==> config.mk <==
export PLATFORM = sky130hd
export DESIGN_NAME = iterative_right_shifter
export DESIGN_NICKNAME = d
export VERILOG_FILES = /design/src/rtl/iterative_right_shifter.sv
export SDC_FILE = /design/constraint.sdc
export NUM_CORES = 1
export LEC_CHECK = 0
export ABC_AREA = 1
export ABC_CLOCK_PERIOD_IN_PS = 1200
export CAP_MARGIN = 0
export CORE_ASPECT_RATIO = 2
export CORE_UTILIZATION = 43
export DETAILED_ROUTE_END_ITERATION = 10
export PLACE_DENSITY = 0.91
export SYNTH_ARGS = -nofsm -noshare
export SYNTH_HDL_FRONTEND = slang
export SYNTH_SLANG_ARGS = --single-unit
==> constraint.sdc <==
create_clock -name i_clock -period 1.2 [get_ports i_clock]
set_input_delay 0.24 -clock i_clock [delete_from_list [all_inputs] [get_ports i_clock]]
set_output_delay 0.24 -clock i_clock [all_outputs]
set_load 0.01 [all_outputs]
==> src/rtl/iterative_right_shifter.sv <==
// rtl/iterative_right_shifter.sv - one-bit-per-clock logical/arithmetic right shifter
// start/busy/done handshake; operand, shamt and fill mode are captured on accept.
module iterative_right_shifter #(
    parameter int WIDTH       = 32,
    parameter int SHAMT_WIDTH = 5
) (
    input  logic                   i_clock,
    input  logic                   i_reset,
    input  logic                   i_start,
    input  logic [WIDTH-1:0]       i_operand,
    input  logic [SHAMT_WIDTH-1:0] i_shamt,
    input  logic                   i_arithmetic,
    output logic [WIDTH-1:0]       o_result,
    output logic                   o_busy,
    output logic                   o_done
);

    typedef enum logic [1:0] {
        S_IDLE  = 2'd0,
        S_SHIFT = 2'd1,
        S_DONE  = 2'd2
    } state_t;

    localparam logic [SHAMT_WIDTH-1:0] LP_ONE = SHAMT_WIDTH'(1);

    state_t                 r_state;
    state_t                 w_next;
    logic [WIDTH-1:0]       r_result;
    logic [SHAMT_WIDTH-1:0] r_count;
    logic                   r_arith;
    logic                   r_busy;
    logic                   r_done;
    logic                   w_fill;

    assign w_fill = r_arith & r_result[WIDTH-1];

    always_ff @(posedge i_clock) begin
        if (i_reset) begin
            r_state <= S_IDLE;
        end else begin
            r_state <= w_next;
        end
    end

    always_comb begin
        w_next = r_state;
        case (r_state)
            S_IDLE: begin
                if (i_start) begin
                    w_next = (i_shamt == '0) ? S_DONE : S_SHIFT;
                end
            end
            S_SHIFT: begin
                // The edge that takes count from 1 to 0 also finishes the shift.
                if (r_count == LP_ONE) begin
                    w_next = S_DONE;
                end
            end
            S_DONE:  w_next = S_IDLE;
            default: w_next = S_IDLE;
        endcase
    end

    // busy/done are registered from the next state so they line up with r_state.
    always_ff @(posedge i_clock) begin
        if (i_reset) begin
            r_result <= '0;
            r_count  <= '0;
            r_arith  <= 1'b0;
            r_busy   <= 1'b0;
            r_done   <= 1'b0;
        end else begin
            r_busy <= (w_next != S_IDLE);
            r_done <= (w_next == S_DONE);
            case (r_state)
                S_IDLE: begin
                    if (i_start) begin
                        r_result <= i_operand;
                        r_count  <= i_shamt;
                        r_arith  <= i_arithmetic;
                    end
                end
                S_SHIFT: begin
                    r_result <= {w_fill, r_result[WIDTH-1:1]};
                    r_count  <= r_count - LP_ONE;
                end
                default: begin
                end
            endcase
        end
    end

    assign o_result = r_result;
    assign o_busy   = r_busy;
    assign o_done   = r_done;

endmodule

* Yosys cells after proc, flatten, opt, wreduce, memory -nomap -nowiden
Index checks and enable logic that the tools add are counted.
** Word-level totals
- Register bits after elaboration :: 42
- Bits of input ports :: 41
- Output and inout port bits :: 34
- Logic and storage cells :: 26
** Cells by class
- Add/sub/neg operators :: 1
- Eq/ne operators :: 4
- Muxes and demuxes :: 8
- Bitwise operators :: 1
- Reduce and logical (&&, ||, !) cells :: 6
** Operator list (count)
- $pmux 32 s2 :: 1
- $mux 32 :: 1
- $pmux 5 s2 :: 1
- $mux 2 :: 3
- $eq 5x1->1 const B :: 1
- $logic_not 5->1 :: 1
- $mux 5 :: 1
- $sub 5x1->5 const B :: 1
- $pmux 2 s2 :: 1
- $reduce_and 2->1 :: 2
- $reduce_bool 2->1 :: 2
- $eq 2x1->1 const B :: 1
- $eq 2x2->1 const B :: 1
- $logic_not 2->1 :: 1
- $ne 2x2->1 const B :: 1
- $and 1x1->1 :: 1

* Longest topological paths before layout
- Depth in word-level cells :: 5
- Depth in mapped cells :: 9
- Mapped depth without buffers :: 8

* Least setup slack after synthesis
OpenSTA, ideal clock, no wires.
- Path kind :: register to register
- Start point :: register r_state[1]
- End point :: register r_count[1]
- Library setup time :: 0.118 ns
- Data arrival time :: 1.002 ns
- Required time :: 1.082 ns
- Path slack :: 0.080 ns
- Cell stages (with the launch flop) :: 8
- Path buffers :: 2
- Cells stage by stage :: dfxtp_1 -> inv_2 -> nand2_1 -> buf_4 -> nand2_2 -> buf_6 -> o211ai_1 -> nor2_1
** Between the ends
- Cells in the longest elaborated chain, start to end :: 3
- Elaborated cells on any way between the ends :: 6
** RTL lines
- start, declared :: RTL line 26 : state_t r_state;
- start signal, assigned :: RTL line 41 : r_state <= w_next;
- $eq 2x1->1 or $logic_not 2->1 (tied branches) :: RTL line 75 : case (r_state)
- $reduce_bool 2->1 (no source line) or $ne 2x2->1 (tied branches)
- $reduce_and 2->1 (no source line)
- end signal, assigned :: RTL line 79 : r_count <= i_shamt;
- end signal, assigned :: RTL line 85 : r_count <= r_count - LP_ONE;
- end, declared :: RTL line 29 : logic [SHAMT_WIDTH-1:0] r_count;
Several ways; a longest one is shown, not always the timed one.
A chain may end at the register's enable or synchronous reset.

* Worst setup path in the final report
- Start point :: register r_state[0]
- End point :: register r_count[3]
Same word-level chain as after synthesis.

==> results_dict.tcl <==
set metrics [dict create \
    wl_per_cell_um 13.1 \
    antennaDiodeCount 0 \
    critPathRequiredTime_ns 1.43 \
    max_slew_margin 0.852 \
    path_clk_slew_ns 0.08 \
    synthTopCellsByArea "dfxtp_1, nor3_1, o21ai_0, nor2_1, nand2_1" \
    cts_buffers 5 \
    cp-start-kind "register" \
    fin_crit_sh 0.972 \
    track_usage 0.227 \
    synth.most_common_cell "nor3_1" \
    die_w_um 48.5 \
    synth.ff_latch_count 42 \
    cts_sinks 42 \
    clock_latency_ns 0.29 \
    grt_pass1_vias 1958 \
    final_nets 374 \
    port_buffers 74 \
    drt_first_pass_iters 4 \
    synth_commonest_cells "nor3_1, nor2_1, dfxtp_1, o21ai_0, nand2_1" \
    drcViolationCount 0 \
    dp_cells 376 \
    power_density_nw_per_um2 1330 \
    critPathKind "register to register" \
    drv_cap 0 \
    dp_hpwl_um 3700 \
    yosys.area.top_type_share 0.452 \
    finalHoldViolations 0 \
    ys_async_sr_fraction 0 \
    cts_tree "yes" \
    grt_pass1_wl_um 8110 \
    rsz0062_at_grt "true" \
    fp-row-count 33 \
    worstMarginPinSlew_ns 0.220 \
    io_pins 75 \
    wl_um 5040 \
    synth_nets 299 \
    holdWs_ns 0.474 \
    globalRoute.totalOverflow 0 \
    via_count 2042 \
    endpoint_kind "register" \
    min_period_ns 1.17 \
    worstPathArrival_ns 1.40 \
    syn_area_um2 1860 \
    final_cells 384 \
    fill_cells 368 \
    die_area_um2 4610 \
    synth_top_area_cell "dfxtp_1" \
    syn_area_per_cell_um2 7.27 \
    drive_gt1_frac 0.108 \
    seq_area_frac_synth 0.452 \
    fin_skew_ns 0.00668 \
    die_h_um 95.1 \
    cts_hold_buffers 0 \
    antenna_left 0 \
    yosys_warnings 0 \
    critPathMaxFanout 29 \
    clock_path_buffers 2 \
    peakVddDrop_uv 1150 \
    cts.htree.levels 2 \
    area_growth_pct 51.9 \
    hp-class "register to register" \
    grt_max_degree 33 \
    syn_inst 256 \
    slew_violations 0 \
    initial_core_util 0.451 \
    drtIter0Drc 43 \
    finalSetupViolCount 0 \
    max_freq_mhz 857 \
    gp_congestion 0.823 \
    synth_ff_type "dfxtp_1" \
    outcome "complete, no violations" \
    ys_types 20 \
    p_leak_nw 1.19 \
    synth_edf_count 0 \
    antenna_found_initial 0 \
    cts-root-buf "clkbuf_8" \
    via_per_inst 5.32 \
    fp.coreArea_um2 4130 \
]
==> report_power, final <==
group          internal, mW  switching [mW]  leakage (nW)
Sequential             1.56           0.117         0.351
Combinational         0.505           0.496         0.786
Clock                 0.623           0.464        0.0524
Total                  2.69            1.08          1.19
==> layout by cell type, fill, tap and decap left out, drive strengths merged <==
cell,n
xor2,1
dfxtp,42
clkbuf,10
buf,11
ha,2
bufinv,1
nand3,8
o21ai,36
a211oi,1
nor2,44
clkdlybuf4s50,40
inv,15
a22oi,1
nor3,54
clkdlybuf4s15,13
dlygate4sd2,18
nand2,23
a21oi,10
o211ai,2
==> per-layer routing <==
| metal | global-route usage | vias up | share of wire |
|---|---|---|---|
| met4 | 0.147 | 0 | 0.033 |
| met3 | 0.0351 | 17 | 0.039 |
| met5 | 0 | - | 0 |
| met1 | 0.202 | 941 | 0.36 |
| met2 | 0.459 | 78 | 0.57 |
| li1 | - | 1006 | - |
==> kinds of logic after synthesis <==
logic type / share of synthesized area
DFF: 0.452
AOI/OAI and AO/OA: 0.140
buffers and inverters: 0.0847
and+or+nand+nor: 0.306
xor gates and xnor gates: 0.00471
adders and majority gates: 0.0134
==> cell type report <==
class	instances	area, um2	share of cell area
Tap cell	52	65.1	0.0230
Clock buffer	7	76.3	0.0270
Multi-Input combinational cell	182	883	0.312
Timing Repair Buffer	85	865	0.306
Inverter	15	58.8	0.0208
Sequential cell	42	850	0.300
Clock inverter	1	30.0	0.0106
==> worst max-delay path, cell delays in order (launching register included) <==
cell,delay (ns)
dfxtp_2,0.37
inv_1,0.06
nor2_2,0.15
buf_12,0.20
nor2_1,0.06
nor2_1,0.10
nand2_1,0.06
a21oi_1,0.11
==> worst paths after layout <==
path / depth (start not counted) / end / slack (ns) / startpoint
setup / recovery: 7 / r_count[3] / 0.03 / r_state[0]
setup reg to reg: 7 / r_count[3] / 0.03 / r_state[0]
hold / removal: 2 / o_result[0] / 0.47 / o_result[0]
hold reg to reg: 2 / o_result[0] / 0.47 / o_result[0]
==> registers in the layout, indices dropped and copies added (netlist names) <==
signal / cells
o_done: 1
o_result: 32
r_state: 2
o_busy: 1
r_arith: 1
r_count: 5
==> through the flow <==
| stage | util | setup TNS (ns) | power, mW | instance area, um2 | setup slack [ns] |
|---|---|---|---|---|---|
| 2_1_floorplan | - | 0 | 2.20 | 1860 | 0.0801 |
| 3_3_place_gp | 0.657 | -8.16 | 2.72 | 2710 | -0.215 |
| 3_5_place_dp | 0.657 | -10.02 | 2.75 | 2710 | -0.285 |
| 4_1_cts | 0.674 | -0.0177 | 3.75 | 2780 | -0.00932 |
| 5_1_grt | 0.685 | -0.0986 | 3.97 | 2830 | -0.0474 |
| 6_report | 0.685 | 0 | 3.76 | 2830 | 0.0336 |
==> timing repair <==
action | CTS | global route
resized for setup | 37 | 37
endpoints found under the setup margin | 37 | 51
pin swaps | 0 | 1
setup buffers | 0 | 0
(Power assumes the default switching activity.)
